--- src/rtl/dct_pkg.sv ---
// Shared constants, FSM state type and zigzag scan table for the DCT
// coefficient reader. The zigzag table is only consumed when the build
// defines DCT_ZIGZAG_EN (see dct_coeff_reader.sv).
package dct_pkg;

  localparam int DCT_DATA_W = 16;
  localparam int DCT_ADDR_W = 6;
  localparam int DCT_N      = 8;
  localparam int DCT_FIFO_D = 4;
  localparam int DCT_NCOEF  = DCT_N * DCT_N;

  typedef enum logic [1:0] {
    ST_IDLE  = 2'd0,
    ST_READ  = 2'd1,
    ST_DRAIN = 2'd2,
    ST_FIN   = 2'd3
  } dct_state_e;

  // JPEG zigzag scan: stream position -> raster RAM address.
  localparam logic [DCT_ADDR_W-1:0] ZZ_LUT [DCT_NCOEF] = '{
    6'd0,  6'd1,  6'd8,  6'd16, 6'd9,  6'd2,  6'd3,  6'd10,
    6'd17, 6'd24, 6'd32, 6'd25, 6'd18, 6'd11, 6'd4,  6'd5,
    6'd12, 6'd19, 6'd26, 6'd33, 6'd40, 6'd48, 6'd41, 6'd34,
    6'd27, 6'd20, 6'd13, 6'd6,  6'd7,  6'd14, 6'd21, 6'd28,
    6'd35, 6'd42, 6'd49, 6'd56, 6'd57, 6'd50, 6'd43, 6'd36,
    6'd29, 6'd22, 6'd15, 6'd23, 6'd30, 6'd37, 6'd44, 6'd51,
    6'd58, 6'd59, 6'd52, 6'd45, 6'd38, 6'd31, 6'd39, 6'd46,
    6'd53, 6'd60, 6'd61, 6'd54, 6'd47, 6'd55, 6'd62, 6'd63
  };

endpackage

--- src/rtl/dct_coeff_reader_if.sv ---
// Coefficient output stream: valid/ready beat carrying data, stream index
// and last flag. The reader drives it through the master modport, the
// downstream sink through the slave modport.
interface dct_coeff_reader_if
  import dct_pkg::*;
#(
  parameter int DATA_W = DCT_DATA_W,
  parameter int ADDR_W = DCT_ADDR_W
);

  logic [DATA_W-1:0] out_data;
  logic [ADDR_W-1:0] out_idx;
  logic              out_valid;
  logic              out_ready;
  logic              out_last;

  modport master (
    output out_data,
    output out_idx,
    output out_valid,
    output out_last,
    input  out_ready
  );

  modport slave (
    input  out_data,
    input  out_idx,
    input  out_valid,
    input  out_last,
    output out_ready
  );

endinterface

--- src/rtl/dct_coeff_reader_chk.sv ---
// Runtime checker for the reader's output FIFO: a RAM return must never
// land in a full FIFO (the read-credit logic is meant to prevent it).
module dct_coeff_reader_chk #(
  parameter int CNT_W  = 3,
  parameter int FIFO_D = 4
) (
  input logic             clk,
  input logic             rst_n,
  input logic             push,
  input logic [CNT_W-1:0] count
);

  a_no_push_when_full: assert property (
    @(posedge clk) disable iff (!rst_n) !(push && (count == CNT_W'(FIFO_D)))
  );

endmodule

--- src/rtl/dct_zigzag_rom.sv ---
// Combinational zigzag scan ROM: stream position -> raster RAM address.
module dct_zigzag_rom
  import dct_pkg::*;
(
  input  logic [DCT_ADDR_W-1:0] idx,
  output logic [DCT_ADDR_W-1:0] addr
);

  // Table lookup of the zigzag order
  always_comb begin
    addr = ZZ_LUT[idx];
  end

endmodule

--- src/rtl/dct_coeff_reader.sv ---
// dct_coeff_reader: drains one 8x8 block of DCT coefficients from the result
// RAM and streams it out as valid/ready beats, one coefficient per beat.
// Build option: define DCT_ZIGZAG_EN for JPEG zigzag read order; otherwise
// the block is read in raster order and the zigzag ROM is not built.
// Reads are issued only when the small output FIFO has room for every read
// already in flight, so the FIFO cannot overflow under any backpressure.
module dct_coeff_reader
  import dct_pkg::*;
#(
  parameter int DATA_W = DCT_DATA_W,
  parameter int ADDR_W = DCT_ADDR_W,
  parameter int FIFO_D = DCT_FIFO_D
) (
  input  logic                 clk,
  input  logic                 rst_n,
  input  logic                 start,
  output logic                 ram_cs,
  output logic                 ram_rd,
  output logic [ADDR_W-1:0]    ram_addr,
  input  logic [DATA_W-1:0]    ram_data,
  output logic                 busy,
  output logic                 done,
  dct_coeff_reader_if.master   out_if
);

  localparam int PTR_W = $clog2(FIFO_D);
  localparam int CNT_W = PTR_W + 1;
  localparam logic [ADDR_W-1:0] LAST_IDX = ADDR_W'(DCT_NCOEF - 1);
  localparam logic [CNT_W:0]    FIFO_LIM = (CNT_W + 1)'(FIFO_D);

  dct_state_e        state_q, state_d;
  logic [ADDR_W-1:0] rd_cnt_q, rd_cnt_d;
  logic [ADDR_W-1:0] tx_cnt_q, tx_cnt_d;
  logic              ram_cs_q, ram_cs_d;
  logic              ram_rd_q, ram_rd_d;
  logic [ADDR_W-1:0] ram_addr_q, ram_addr_d;
  logic              rdv_q, rdv_d;
  logic              busy_q, busy_d;
  logic              done_q, done_d;
  logic [DATA_W-1:0] fifo_mem_q [FIFO_D];
  logic [DATA_W-1:0] fifo_mem_d [FIFO_D];
  logic [PTR_W-1:0]  wr_ptr_q, wr_ptr_d;
  logic [PTR_W-1:0]  rd_ptr_q, rd_ptr_d;
  logic [CNT_W-1:0]  count_q, count_d;
  logic              valid_q, valid_d;
  logic              last_q, last_d;

  logic [ADDR_W-1:0] order_addr_s;
  logic [CNT_W:0]    inflight_s;
  logic              credit_ok_s;
  logic              push_s;
  logic              pop_s;

`ifdef DCT_ZIGZAG_EN
  dct_zigzag_rom u_zz_rom (
    .idx  (rd_cnt_q),
    .addr (order_addr_s)
  );
`else
  assign order_addr_s = rd_cnt_q;
`endif

  // Handshake, FIFO occupancy and read credit
  always_comb begin
    push_s      = rdv_q;
    pop_s       = valid_q & out_if.out_ready;
    inflight_s  = {1'b0, count_q}
                + {{CNT_W{1'b0}}, rdv_q}
                + {{CNT_W{1'b0}}, ram_rd_q};
    credit_ok_s = (inflight_s < FIFO_LIM);
  end

  // Control FSM next state, read issue and transfer counting
  always_comb begin
    state_d    = state_q;
    rd_cnt_d   = rd_cnt_q;
    tx_cnt_d   = tx_cnt_q;
    ram_rd_d   = 1'b0;
    ram_addr_d = ram_addr_q;
    case (state_q)
      ST_IDLE: begin
        if (start) begin
          state_d    = ST_READ;
          ram_rd_d   = 1'b1;
          ram_addr_d = order_addr_s;
          rd_cnt_d   = rd_cnt_q + ADDR_W'(1);
        end else begin
          rd_cnt_d = '0;
          tx_cnt_d = '0;
        end
      end
      ST_READ: begin
        if (credit_ok_s) begin
          ram_rd_d   = 1'b1;
          ram_addr_d = order_addr_s;
          if (rd_cnt_q == LAST_IDX) begin
            state_d = ST_DRAIN;
          end else begin
            rd_cnt_d = rd_cnt_q + ADDR_W'(1);
          end
        end else begin
          ram_rd_d = 1'b0;
        end
      end
      ST_DRAIN: begin
        if (pop_s && (tx_cnt_q == LAST_IDX)) begin
          state_d = ST_FIN;
        end else begin
          state_d = ST_DRAIN;
        end
      end
      ST_FIN: begin
        state_d  = ST_IDLE;
        rd_cnt_d = '0;
      end
      default: begin
        state_d = ST_IDLE;
      end
    endcase
    if (pop_s) begin
      tx_cnt_d = tx_cnt_q + ADDR_W'(1);
    end else begin
      tx_cnt_d = tx_cnt_d;
    end
    rdv_d    = ram_rd_q;
    busy_d   = (state_d != ST_IDLE);
    ram_cs_d = busy_d;
    done_d   = (state_d == ST_FIN);
  end

  // Output FIFO: RAM return pushed the cycle after the read, head popped on handshake
  always_comb begin
    fifo_mem_d = fifo_mem_q;
    wr_ptr_d   = wr_ptr_q;
    rd_ptr_d   = rd_ptr_q;
    if (push_s) begin
      fifo_mem_d[wr_ptr_q] = ram_data;
      wr_ptr_d             = wr_ptr_q + PTR_W'(1);
    end else begin
      wr_ptr_d = wr_ptr_q;
    end
    if (pop_s) begin
      rd_ptr_d = rd_ptr_q + PTR_W'(1);
    end else begin
      rd_ptr_d = rd_ptr_q;
    end
    case ({push_s, pop_s})
      2'b10:   count_d = count_q + CNT_W'(1);
      2'b01:   count_d = count_q - CNT_W'(1);
      default: count_d = count_q;
    endcase
    valid_d = (count_d != '0);
    last_d  = valid_d && (tx_cnt_d == LAST_IDX);
  end

  // State, counter, FIFO and output registers
  always_ff @(posedge clk or negedge rst_n) begin
    if (!rst_n) begin
      state_q    <= ST_IDLE;
      rd_cnt_q   <= '0;
      tx_cnt_q   <= '0;
      ram_cs_q   <= 1'b0;
      ram_rd_q   <= 1'b0;
      ram_addr_q <= '0;
      rdv_q      <= 1'b0;
      busy_q     <= 1'b0;
      done_q     <= 1'b0;
      for (int i = 0; i < FIFO_D; i++) begin
        fifo_mem_q[i] <= '0;
      end
      wr_ptr_q   <= '0;
      rd_ptr_q   <= '0;
      count_q    <= '0;
      valid_q    <= 1'b0;
      last_q     <= 1'b0;
    end else begin
      state_q    <= state_d;
      rd_cnt_q   <= rd_cnt_d;
      tx_cnt_q   <= tx_cnt_d;
      ram_cs_q   <= ram_cs_d;
      ram_rd_q   <= ram_rd_d;
      ram_addr_q <= ram_addr_d;
      rdv_q      <= rdv_d;
      busy_q     <= busy_d;
      done_q     <= done_d;
      fifo_mem_q <= fifo_mem_d;
      wr_ptr_q   <= wr_ptr_d;
      rd_ptr_q   <= rd_ptr_d;
      count_q    <= count_d;
      valid_q    <= valid_d;
      last_q     <= last_d;
    end
  end

  assign ram_cs           = ram_cs_q;
  assign ram_rd           = ram_rd_q;
  assign ram_addr         = ram_addr_q;
  assign busy             = busy_q;
  assign done             = done_q;
  assign out_if.out_data  = fifo_mem_q[rd_ptr_q];
  assign out_if.out_idx   = tx_cnt_q;
  assign out_if.out_valid = valid_q;
  assign out_if.out_last  = last_q;

  dct_coeff_reader_chk #(
    .CNT_W  (CNT_W),
    .FIFO_D (FIFO_D)
  ) u_chk (
    .clk   (clk),
    .rst_n (rst_n),
    .push  (push_s),
    .count (count_q)
  );

endmodule
--- src/flat_wrapper.sv ---
// flat-port wrapper written by rule: the top's interface ports become plain ports
module dct_coeff_reader_flat import dct_pkg::*;
#(
  parameter int DATA_W = DCT_DATA_W,
  parameter int ADDR_W = DCT_ADDR_W,
  parameter int FIFO_D = DCT_FIFO_D
)
  (clk, rst_n, start, ram_cs, ram_rd, ram_addr, ram_data, busy, done, out_if_out_data, out_if_out_idx, out_if_out_valid, out_if_out_last, out_if_out_ready);
  dct_coeff_reader_if #(.DATA_W(DATA_W), .ADDR_W(ADDR_W)) out_if_i ();
  input  logic clk;
  input  logic rst_n;
  input  logic start;
  output logic ram_cs;
  output logic ram_rd;
  output logic [ADDR_W-1:0] ram_addr;
  input  logic [DATA_W-1:0] ram_data;
  output logic busy;
  output logic done;
  output wire logic [$bits(out_if_i.out_data)-1:0] out_if_out_data;
  output wire logic [$bits(out_if_i.out_idx)-1:0] out_if_out_idx;
  output wire logic [$bits(out_if_i.out_valid)-1:0] out_if_out_valid;
  output wire logic [$bits(out_if_i.out_last)-1:0] out_if_out_last;
  input wire logic [$bits(out_if_i.out_ready)-1:0] out_if_out_ready;
  assign out_if_out_data = out_if_i.out_data;
  assign out_if_out_idx = out_if_i.out_idx;
  assign out_if_out_valid = out_if_i.out_valid;
  assign out_if_out_last = out_if_i.out_last;
  assign out_if_i.out_ready = out_if_out_ready;
  dct_coeff_reader #(.DATA_W(DATA_W), .ADDR_W(ADDR_W), .FIFO_D(FIFO_D)) u_core (.clk(clk), .rst_n(rst_n), .start(start), .ram_cs(ram_cs), .ram_rd(ram_rd), .ram_addr(ram_addr), .ram_data(ram_data), .busy(busy), .done(done), .out_if(out_if_i));
endmodule
--- config.mk ---
export PLATFORM = sky130hd
export DESIGN_NAME = dct_coeff_reader_flat
export DESIGN_NICKNAME = d
export VERILOG_FILES = /design/src/rtl/dct_pkg.sv /design/src/rtl/dct_coeff_reader_if.sv /design/src/rtl/dct_coeff_reader_chk.sv /design/src/rtl/dct_zigzag_rom.sv /design/src/rtl/dct_coeff_reader.sv /design/src/flat_wrapper.sv
export SDC_FILE = /design/constraint.sdc
export NUM_CORES = 1
export LEC_CHECK = 0
export BUFFER_PORTS_ARGS = -buffer_cell sky130_fd_sc_hd__buf_4
export CORE_AREA = 10 10 134 136
export CTS_BUF_LIST = sky130_fd_sc_hd__clkbuf_8 sky130_fd_sc_hd__clkbuf_16
export CTS_CLUSTER_SIZE = 10
export DETAILED_ROUTE_END_ITERATION = 12
export DIE_AREA = 0 0 144 146
export GPL_ROUTABILITY_DRIVEN = 0
export SLEW_MARGIN = 30
export SYNTH_ARGS = -nofsm -noshare
export SYNTH_HDL_FRONTEND = slang
export SYNTH_HIERARCHICAL = 1
export SYNTH_SLANG_ARGS = --single-unit
--- constraint.sdc ---
create_clock -name clk -period 3.95 [get_ports clk]
set_input_delay 0.1975 -clock clk [delete_from_list [all_inputs] [get_ports clk]]
set_output_delay 0.1975 -clock clk [all_outputs]
set_load 0.01 [all_outputs]
# --- Yosys cells after proc, flatten, opt, wreduce, memory -nomap -nowiden ---
# Index checks and enable logic that the tools add are counted.
op_classes:
  n_lt_le_gt_ge: 4
  n_div: 0
  n_mux: 25
  n_reduce_logical: 10
  addsub: 8
  mul: 0
  n_shift: 0
  n_eq_ne: 12
  bitwise_logic: 3
ops:
  columns: ["cell", "count"]
  rows:
  - ["$bwmux 64", 1]
  - ["$mux 16", 3]
  - ["$mux 6", 8]
  - ["$bmux 16 s2", 1]
  - ["$demux 16 s2", 1]
  - ["$eq 6x6->1 const B", 3]
  - ["$pmux 6 s3", 1]
  - ["$add 6x1->6 const B", 2]
  - ["$pmux 6 s2", 1]
  - ["$eq 2x2->1 const B", 4]
  - ["$pmux 2 s4", 1]
  - ["$ge 3x3->1 const B", 2]
  - ["$mux 2", 3]
  - ["$not 2->3", 2]
  - ["$pmux 3 s2", 1]
  - ["$reduce_and 3->1", 2]
  - ["$reduce_bool 3->1", 2]
  - ["$add 2x1->2 const B", 2]
  - ["$add 3x1->4", 1]
  - ["$add 4x1->4", 1]
  - ["$eq 2x1->1 const B", 2]
  - ["$lt 4x3->1 const B", 1]
  - ["$ne 2x2->1 const B", 2]
  - ["$reduce_bool 2->1", 2]
  - ["other kinds (9)", 13]
totals:
  output_inout_bits: 34
  latchBits: 0
  mem_bits_rw: 0
  inputBits: 20
  register_bits: 97
  mem_bits_ro: 0
  mem_count: 0
  word_cells: 79

# --- Longest topological paths before layout ---
# Gate-level depths: netlist of run 1.
depth:
  word_depth: 6
  ltp_mapped: 10

# --- Least setup slack after synthesis of run 1 ---
# Ideal clock, no wire load.
synth_timing:
  kind: "register to register"
  from: "reg u_core.valid_q, in the netlist u_core/out_if.out_valid"
  to: "reg u_core.last_q, in the netlist u_core/out_if.out_last"
  path_slack_ps: 1806
  setup_ps: 68
  t_required_ps: 3882
  t_arrival_ps: 2076
  stages_incl_launch_ff: 10
  cell_sequence: "dfrtp_1 nand2_2 inv_2 ha_1 inv_1 fa_1 o21ai_0 nor2_1 a221o_1 and4b_1"
synth_between:
  elab_chain_len: 5
  elab_cells_between_ends: 8
  cone_classes: "3 x eq/ne; 2 x mux; 1 x bitwise; 2 x reduce/logical"
synth_rtl:
  columns: ["element", "line_no", "rtl"]
  rows:
  - ["start: declaration", "dct_coeff_reader.sv:45", "logic valid_q, valid_d;"]
  - ["start signal: assignment", "dct_coeff_reader.sv:190", "valid_q <= valid_d;"]
  - ["$and 1x1->1 *", "dct_coeff_reader.sv:66", "pop_s = valid_q & out_if.out_ready;"]
  - ["$eq 2x1->1 or $eq 2x2->1 (tied branches)", "dct_coeff_reader.sv:147", "case ({push_s, pop_s})"]
  - ["$pmux 3 s2 *", "dct_coeff_reader.sv:147", null]
  - ["via u_core.count_d[1]", "dct_coeff_reader.sv:44", "logic [CNT_W-1:0] count_q, count_d;"]
  - ["$reduce_bool 3->1 *", "dct_coeff_reader.sv:152", "valid_d = (count_d != '0);"]
  - ["$logic_and 1x1->1 *", "dct_coeff_reader.sv:153", "last_d = valid_d && (tx_cnt_d == LAST_IDX);"]
  - ["via u_core.last_d", "dct_coeff_reader.sv:46", "logic last_q, last_d;"]
  - ["end signal: assignment", "dct_coeff_reader.sv:191", "last_q <= last_d;"]
  - ["end: declaration", "dct_coeff_reader.sv:46", null]
# Mark *: on every way through the listed nets, which the timed path passes. The rest lies on a longest branch.
# A chain may end at the register's enable or synchronous reset.

# --- Worst setup path in the final report of run 1 ---
# Same ends and word-level chain as after synthesis.

==> out/metrics.yaml, run 1 <==
drt:
  routed_wl_um: 9330
  drt-initial-drc-count: 108
  post_drt_via_cell_ratio: 4.67
  met1_length_um: 3960
  route.met2.wl_um: 4650
  highest_layer: "met4"
  wl_met3_um: 584
  routedWlPerCell_um: 16.4
  first_pass_iters: 4
  drc: 0
  vias: 2658
  drt.antenna.violating_nets: 0
logic_synthesis:
  synth-simple-area-share: 0.0691
  synth_top_family_by_area: "multiplexers"
  synth_compound_area_frac: 0.0454
  synth.avg_cell_area_um2: 14.1
  synth_xor_area_frac: 0.0137
  synthAdderAreaFrac: 0.0409
  ys_seq_elements: 97
  synthMuxAreaShare: 0.260
  synth_cells: 317
  ys_types: 45
  synth_area_um2: 4470
  seq_area_frac_synth: 0.543
  yosys_warnings: 6
  synth_fp_nets: 351
run_status:
  status: "finished clean"
clock_network:
  post_cts_resized: 0
  root_buffer: "clkbuf_16"
  clk_latency_ns: 0.34
  numCtsBuffers: 9
  cts_sinks: 97
  cts_tree: "built"
  clockBufferDepth: 2
  clkTransAtPathRegs_ns: 0.07
  htreeDepth: 3
critical_path:
  cpPeakStageDelay_ns: 0.41
  worstSetupPathType: "reg -> reg"
  critPathSlowestCell: "fa_1"
  crit_fanout: 8
  worstPathRequired_ns: 4.23
  critPathArrivalTime_ns: 2.58
  crit_chain: "nand2_2 > inv_2 > ha_1 > inv_1 > fa_1 > o21ai_0 > nor2_1 > a221o_1 > and4b_1"
  cp-start-kind: "flip-flop"
  end_kind: "flip-flop"
final_layout:
  fillers: 1515
  regArea_um2: 2430
  area_growth_pct: 19.1
  multi_input_area_um2: 1920
  drive_above_1_share: 0.446
  finalNetCount: 406
  n_antenna_cell: 0
sta:
  timing.fmax_mhz: 434
  finClkSkew_ns: 0.00607
  fin_crit_sh: 0.583
  rsz0062_at_grt: "no"
  hold_violations: 0
  worst_pin_slew_ns: 0.908
  period_needed_ns: 2.30
  fin_tns_setup_ns: 0
  maxSlewViolCount: 0
  relSlewSlack: 0.393
  setup_viol: 0
die:
  start_util: 0.289
  die_height_um: 146
  core_um2: 15500
  die_x_um: 144
  num_io_pins: 54
  row_count: 46
  dieArea_um2: 21000
placed_design:
  dp_hpwl_um: 6380
  portBuffers: 53
global_route:
  grt_pass1_vias: 2867
  grt-ovfl-total: 0
  grt_max_degree: 58
  antenna_found_initial: 0
  grt_usage: 0.0935
  grt_pass1_wl_um: 15300
pwr:
  p_leak_nw: 2.35
  finalPower_mw: 4.51
  power_density_nw_per_um2: 847
  vdd_drop_max_v: 0.000319
hold_path:
  hp-class: "in -> reg"
job:
  maxCapViolCount: 0
==> sequential cells by signal, indices dropped and copies added, names as in the netlist, 2 cells and up <==
name and count:
u_core/fifo_mem_q 64, u_core/ram_addr 6, u_core/state_q 2, u_core/out_if.out_idx 6, u_core/count_q 3, u_core/rd_ptr_q 2
u_core/order_addr_s 6, u_core/wr_ptr_q 2
==> cell usage after synthesis (all sizes together) <==
cell / n / area (um2)
a211oi: 1 / 20.0
mux4: 16 / 360
xor2: 4 / 35.0
a22o: 2 / 17.5
or4: 2 / 15.0
o21ai: 15 / 75.1
buf: 10 / 63.8
and4b: 1 / 10.0
inv: 12 / 45.0
a31oi: 3 / 33.8
fa: 1 / 20.0
ha: 13 / 163
nand4: 2 / 12.5
and3: 1 / 6.26
o221a: 1 / 11.3
nand3b: 1 / 7.51
nor3: 1 / 5.00
nor2: 12 / 47.6
a21oi: 3 / 18.8
nor3b: 1 / 7.51
dfrtp: 97 / 2430
xnor2: 3 / 26.3
nand2b: 1 / 6.26
and2: 1 / 8.76
nand2: 22 / 85.1
nand3: 8 / 50.1
or4b: 1 / 10.0
mux2: 71 / 800
clkbuf: 2 / 17.5
a221o: 1 / 10.0
o221ai: 1 / 8.76
o31ai: 1 / 7.51
or3: 1 / 6.26
nor2b: 5 / 31.3
==> per-stage QoR <==
step	hold WS, ns	util	std cells	setup WS, ns	instance area (um2)
finish	0.109	0.344	569	1.65	5330
global route	0.106	0.344	569	1.55	5330
CTS	0.0941	0.344	569	1.66	5330
detailed placement	0.313	0.326	552	1.63	5040
global placement	0.306	0.326	552	1.76	5040
floorplan	-0.0981	-	317	1.81	4470
==> area by class of cell <==
class	instances	area share
timing repair buffer	56	0.0794
inverter	12	0.00846
clock buffer	9	0.0423
tap	192	0.0451
clock inverter	7	0.00893
multi-input combinational	196	0.360
sequential	97	0.456
==> metal layers <==
metal,GRT usage,vias up
li1,-,1256
met1,0.111,1341
met2,0.150,52
met3,0.0317,9
met4,0.0398,0
met5,0,-
==> worst paths after layout <==
path                                    startpoint                     end  slack (ns)  cells after the start
min                                   ram_data[14]   u_core/fifo_mem_q[46]        0.11                      2
min in group asynchronous                    rst_n   u_core/fifo_mem_q[17]        0.46                      2
max                        u_core/out_if.out_valid  u_core/out_if.out_last        1.65                      9
min reg2reg                          u_core/ram_rd           u_core/push_s        0.46                      0
max in group asynchronous                    rst_n   u_core/fifo_mem_q[44]        2.50                      3
max reg2reg                u_core/out_if.out_valid  u_core/out_if.out_last        1.65                      9
==> cell usage in the layout, fill, tap and decap left out, drive strengths merged, types with 2 or more instances in the layout <==
cell    synthesis  routed
a31oi           3       3
or4             2       2
nand4           2       2
a22o            2       2
nand3           8       8
ha             13      13
xnor2           3       3
nor2           12      12
nand2          22      22
clkinv          0       4
buf            10      55
a21oi           3       3
mux2           71      71
mux4           16      16
clkbuf          2       9
nor2b           5       5
inv            12      14
dfrtp          97      97
xor2            4       4
o21ai          15      15
==> worst max-delay path: cells and delay by family, from the launching register on <==
family | cells | cell delay [ns]
AO/OA/AOI/OAI | 2 | 0.54
AND/OR/NAND/NOR | 3 | 0.50
flip-flops | 1 | 0.38
buffers and inverters | 2 | 0.20
adder cells (fa/ha/maj) | 2 | 0.63
==> logic make-up after synthesis <==
kind of cell / after synthesis
compound gates: 28
mux: 87
xor+xnor: 7
simple gates: 60
fa+ha+maj: 14
flops: 97
buf+inv: 24
==> repair_timing <==
item	4_1_cts	5_1_grt
setup endpoints to repair	0	0
endpoints found under the hold margin	56	0
buffers inserted	0	0
hold buffers	1	0
==> power breakdown <==
| part | switching, mW | internal [mW] |
|---|---|---|
| sequential | 0.374 | 1.45 |
| combinational | 0.781 | 1.11 |
| clock | 0.372 | 0.426 |
No activity file was read; power rests on OpenSTA's default activity.
==> run 2: changes to the inputs <==
==> constraint.sdc (replaced) <==
create_clock -name clk -period 2.1 [get_ports clk]
set_input_delay 0.105 -clock clk [delete_from_list [all_inputs] [get_ports clk]]
set_output_delay 0.105 -clock clk [all_outputs]
set_load 0.01 [all_outputs]
==> out/metrics.yaml, run 2 (synthesis gave the netlist of run 1 again) <==
hold_path:
  whs_path_depth: 2  # unchanged
  hold_path_startpoint: "ram_data[7]"
  min_to: "u_core/fifo_mem_q[55]"
  hp-class: "in -> reg"
run_status:
  status: "finished clean"
clock_network:
  clockBufferDepth: 2  # unchanged
  clk_latency_ns: 0.34  # about the same
  cts_sinks: 97  # unchanged
  clkTransAtPathRegs_ns: 0.07  # about the same
  numCtsBuffers: 9  # unchanged
  root_buffer: "clkbuf_16"
  cts_tree: "built"
  cts_setup_buffers: 0  # unchanged
  htreeDepth: 3  # unchanged
die:
  num_io_pins: 54  # unchanged
  row_count: 46  # unchanged
  core_um2: 15500  # unchanged
  die_height_um: 146  # unchanged
  start_util: 0.289  # unchanged
  dieArea_um2: 21000  # unchanged
  die_x_um: 144  # unchanged
critical_path:
  cp-start-kind: "flip-flop"
  cp.buffers_inverters: 2  # unchanged
  rr_startpoint: "u_core/out_if.out_valid"
  r2r_cells: 10  # +1
  end_kind: "flip-flop"
  reg2reg_to: "u_core/out_if.out_last"
  reg2reg_slack_ns: 0.09  # -1.56 ns
  cpPeakStageDelay_ns: 0.39  # -0.02 ns
  crit_fanout: 3  # -5
  worstPathRequired_ns: 2.38  # -1.85 ns
  crit_family: "adder cells"
  crit_chain: "nand2_4 > inv_4 > ha_4 > inv_2 > fa_2 > xor2_1 > nor2_2 > xnor2_2 > a221o_1 > and4b_1"
  critPathArrivalTime_ns: 2.30  # -0.28 ns
  worstSetupPathType: "reg -> reg"
  critPathSlowestCell: "dfrtp_1"
drt:
  drc: 0  # unchanged
  drt-initial-drc-count: 86  # -20%
  post_drt_via_cell_ratio: 4.68  # +0.23%
  drt.antenna.violating_nets: 0  # unchanged
  vias: 2725  # +2.5%
  routed_wl_um: 9250  # -0.85%
  first_pass_iters: 4  # unchanged
  routedWlPerCell_um: 15.9  # -3.1%
global_route:
  antenna_found_initial: 0  # unchanged
  grt_max_degree: 98  # +69%
  grt-ovfl-total: 0  # unchanged
  grt_pass1_wl_um: 15300  # about the same
  grt_pass1_vias: 2935  # +2.4%
  grt_usage: 0.0922  # -0.00132
placed_design:
  dp.cells: 561  # +1.6%
  portBuffers: 53  # unchanged
  dp_hpwl_um: 6330  # -0.79%
  placed_cell_area_um2: 5170  # +2.5%
sta:
  maxSlewViolCount: 0  # unchanged
  setup_viol: 0  # unchanged
  rsz0062_at_grt: "yes"
  worst_pin_slew_ns: 0.516  # -0.393 ns
  relSlewSlack: 0.653  # +0.260
  period_needed_ns: 2.01  # -0.288 ns
  fin_hold_ws_ns: 0.0114  # -0.0977 ns
  hold_violations: 0  # unchanged
  timing.fmax_mhz: 496  # +14%
  fin_tns_setup_ns: 0  # unchanged
  fin_crit_sh: 0.959  # +0.377
  finClkSkew_ns: 0.00541  # -0.000664 ns
final_layout:
  layout.cells.non_filler: 582  # +2.3%
  fillers: 1490  # -1.7%
  layout_common_cells: "dfrtp_1 (97), mux2_2 (71), buf_4 (61)"
  top_register: "u_core/fifo_mem_q"
  n_antenna_cell: 0  # unchanged
  largest_reg_flops: 64  # unchanged
  finalNetCount: 419  # +3.2%
  stdcell_area_um2: 5520  # +3.7%
  final_common_cell: "dfrtp_1"
  drive_above_1_share: 0.469  # +0.0236
  area_growth_pct: 23.6
pwr:
  vdd_drop_max_v: 0.000511  # +60%
  power_density_nw_per_um2: 1590  # +88%
  p_leak_nw: 2.44  # +3.8%
job:
  maxCapViolCount: 0  # unchanged
run 2: through the flow:
step	total power, mW	worst slack, ns	utilization
after global placement	7.12	0.111	0.334
final	8.80	0.0851	0.357
after CTS	8.92	0.0144	0.356
after detailed placement	7.26	0.0531	0.334
after global routing	9.47	-0.0625	0.357
after floorplan	5.87	0.0181	-
run 2: where the power goes:
group	switching, mW	internal, mW	total, mW
clock network	0.739	0.853	1.59
registers	0.509	2.73	3.24
logic	1.73	2.24	3.97
total	2.98	5.82	8.80
run 2: worst reg2reg max path, stage by stage (launching register included):
cell	delay, ns
dfrtp_1	0.39
nand2_4	0.07
inv_4	0.06
ha_4	0.13
inv_2	0.04
fa_2	0.32
xor2_1	0.19
nor2_2	0.07
xnor2_2	0.15
a221o_1	0.30
and4b_1	0.25
run 2: area by class of cell:
| cell class | instances | area (um2) | area share |
|---|---|---|---|
| flip-flops and latches | 97 | 2430 | 0.440 |
| multi-input cells | 196 | 1950 | 0.353 |
| repair buffers | 69 | 568 | 0.103 |
| well taps | 192 | 240 | 0.0435 |
| clock buffers | 10 | 239 | 0.0433 |
| clock inverters | 6 | 48.8 | 0.00884 |
| inverters | 12 | 47.5 | 0.00861 |
run 2: per-layer routing:
metal	GRT usage	up-vias	routed length, um
met3	0.0326	10	521
met2	0.153	45	4650
met5	0	-	0
met1	0.107	1392	3950
met4	0.0312	0	119
li1	-	1278	-
run 2: how the worst max path moves through the flow:
stage                       startpoint                endpoint  slack [ns]  cells past startpoint
4_1_cts        u_core/out_if.out_valid  u_core/out_if.out_last        0.01                     10
3_3_place_gp   u_core/out_if.out_valid  u_core/out_if.out_last        0.11                     10
5_1_grt        u_core/out_if.out_valid  u_core/out_if.out_last       -0.06                     10
2_1_floorplan  u_core/out_if.out_valid  u_core/out_if.out_last        0.02                     10
3_5_place_dp   u_core/out_if.out_valid  u_core/out_if.out_last        0.05                     10
6_report       u_core/out_if.out_valid  u_core/out_if.out_last        0.09                     10
run 2: what timing repair did:
action,in CTS,in global routing
endpoints found under the hold margin,101,0
resized for setup,0,6
endpoints found under the setup margin,0,1
hold buffers,5,0
==> run 3: changes to the inputs <==
--- a/config.mk
+++ b/config.mk
@@ -5,12 +5,12 @@
 export SDC_FILE = /design/constraint.sdc
 export NUM_CORES = 1
 export LEC_CHECK = 0
-export BUFFER_PORTS_ARGS = -buffer_cell sky130_fd_sc_hd__buf_4
 export CORE_AREA = 10 10 134 136
 export CTS_BUF_LIST = sky130_fd_sc_hd__clkbuf_8 sky130_fd_sc_hd__clkbuf_16
 export CTS_CLUSTER_SIZE = 10
 export DETAILED_ROUTE_END_ITERATION = 12
 export DIE_AREA = 0 0 144 146
+export DONT_BUFFER_PORTS = 1
 export GPL_ROUTABILITY_DRIVEN = 0
 export SLEW_MARGIN = 30
 export SYNTH_ARGS = -nofsm -noshare
==> out/metrics.yaml, run 3 (synthesis gave the netlist of run 1 again) <==
run_status:
  violations: "negative hold slack"
  status: "complete, but fails checks"
clock_network:
  clockBufferDepth: 2  # unchanged
  root_buffer: "clkbuf_16"
  hold_buffers: 17  # +12
  htreeDepth: 3  # unchanged
  cts_tree: "built"
  clk_latency_ns: 0.35  # about the same
  cts_sinks: 97  # unchanged
  clkTransAtPathRegs_ns: 0.07  # about the same
  numCtsBuffers: 9  # unchanged
hold_path:
  hp-class: "in -> async"
die:
  die_x_um: 144  # unchanged
  core_um2: 15500  # unchanged
  dieArea_um2: 21000  # unchanged
  start_util: 0.289  # unchanged
  die_height_um: 146  # unchanged
  num_io_pins: 54  # unchanged
  row_count: 46  # unchanged
placed_design:
  portBuffers: 0  # -100%
  dp.cells: 516  # -8.0%
  dp_hpwl_um: 6580  # +4.0%
sta:
  worst_pin_slew_ns: 0.537  # +0.0209 ns
  timing.fmax_mhz: 482  # -3.0%
  period_needed_ns: 2.08  # +0.0614 ns
  hold_violations: 97  # +97
  fin_hold_ws_ns: -0.554  # -0.566 ns
  rsz0062_at_grt: "yes"
  relSlewSlack: 0.639  # -0.0140
  finClkSkew_ns: 0.00723  # +0.00182 ns
  fin_tns_setup_ns: 0  # unchanged
  maxSlewViolCount: 0  # unchanged
  setup_viol: 0  # unchanged
  fin_crit_sh: 0.989  # +0.0292
pwr:
  p_comb_frac: 0.397  # -0.054
  power.switching_mw: 2.87  # -3.7%
  p_clk_frac: 0.214  # +0.033
  p_leak_nw: 2.28  # -6.7%
  vdd_drop_max_v: 0.000696  # +36%
  power_density_nw_per_um2: 1590  # about the same
  internal_power_mw: 5.60  # -3.8%
  switching_share: 0.339  # about the same
  power_frac_seq: 0.388  # +0.020
global_route:
  grt_max_degree: 98  # unchanged
  grt_pass1_vias: 2847  # -3.0%
  grt-ovfl-total: 0  # unchanged
  antenna_found_initial: 0  # unchanged
  grt_pass1_wl_um: 15500  # +1.2%
  grt_usage: 0.0941  # +0.00187
critical_path:
  cp-start-kind: "flip-flop"
  reg2reg_slack_ns: 0.02  # -0.06 ns
  end_kind: "flip-flop"
  crit_fanout: 3  # unchanged
  worstSetupPathType: "reg -> reg"
  critPathArrivalTime_ns: 2.35  # +0.05 ns
  worstPathRequired_ns: 2.38  # about the same
final_layout:
  area_growth_pct: 19.0
  n_antenna_cell: 0  # unchanged
  fillers: 1503  # +0.87%
  final_common_cell: "dfrtp_1"
  finalNetCount: 388  # -7.4%
  drive_above_1_share: 0.384  # -0.0848
  layout_common_cells: "dfrtp_1 (97), mux2_2 (71), buf_4 (21), nand2_1 (21), dlygate4sd3_1 (17)"
  layout.cells.non_filler: 551  # -5.3%
  top_register: "u_core/fifo_mem_q"
  largest_reg_flops: 64  # unchanged
job:
  maxCapViolCount: 0  # unchanged
drt:
  post_drt_via_cell_ratio: 4.72  # +0.78%
  routedWlPerCell_um: 17.0  # +7.0%
  first_pass_iters: 4  # unchanged
  drt-initial-drc-count: 91  # +5.8%
  vias: 2600  # -4.6%
  drt.antenna.violating_nets: 0  # unchanged
  drc: 0  # unchanged
  routed_wl_um: 9370  # +1.3%
## run 3: cell count changes in the layout (fill, tap and decap cells not counted), sizes merged
cell,before,now
inv,17,16
dlygate4sd3,5,17
bufinv,0,2
clkbuf,10,9
buf,64,21
## run 3: through the flow
step	worst slack (ns)	instance area (um2)	utilization	total power, mW	hold WS (ns)
2_1_floorplan	0.0181	4490	-	5.87	-0.191
3_3_place_gp	0.106	4790	0.309	6.52	-0.187
3_5_place_dp	0.0184	4790	0.309	6.66	-0.187
4_1_cts	0.00622	5290	0.342	8.56	-0.568
5_1_grt	-0.0940	5320	0.344	9.12	-0.580
6_report	0.0237	5320	0.344	8.47	-0.554
## run 3: power by group through the flow
stage,combinational (mW),sequential [mW],clock [mW]
4_1_cts,3.37,3.30,1.89
5_1_grt,3.73,3.42,1.96
3_5_place_dp,3.32,3.34,0
3_3_place_gp,3.24,3.28,0
2_1_floorplan,2.72,3.15,0
6_report,3.37,3.29,1.81
## run 3: final timing paths
path,depth (start not counted),endpoint,start
max,10,u_core/out_if.out_last,u_core/out_if.out_valid
min,0,u_core/fifo_mem_q[3],rst_n
max reg2reg,10,u_core/out_if.out_last,u_core/out_if.out_valid
min reg2reg,1,u_core/fifo_mem_q[22],u_core/fifo_mem_q[22]
max in group asynchronous,0,u_core/out_if.out_valid,rst_n
min in group clk,3,u_core/state_q[0],start
## run 3: cell type report
| class | count | area, um2 | share of cell area |
|---|---|---|---|
| sequential | 97 | 2430 | 0.456 |
| multi-input combinational | 196 | 1950 | 0.366 |
| timing repair buffer | 38 | 328 | 0.0616 |
| tap | 192 | 240 | 0.0452 |
| clock buffer | 9 | 225 | 0.0423 |
| clock inverter | 7 | 103 | 0.0193 |
| inverter | 12 | 47.5 | 0.00894 |
## run 3: repair_timing
item                                   CTS  global route
buffers inserted                         0             2
endpoints found under the hold margin  162            97
gates resized for setup                  0             4
setup endpoints to repair                0             1
## run 3: per-layer routing
metal	routed length, um	global-route usage	vias to the layer above
met2	4680	0.152	48
met3	623	0.0388	10
li1	-	-	1220
met1	3950	0.110	1322
met4	118	0.0291	0
met5	0	0	-
## run 3: critical path, stage by stage (launching register included)
cell	delay (ns)
dfrtp_1	0.39
nand2_4	0.07
inv_4	0.06
ha_4	0.12
inv_1	0.04
fa_2	0.33
xor2_1	0.20
nor2_2	0.07
xnor2_2	0.15
a221o_1	0.33
and4b_1	0.25
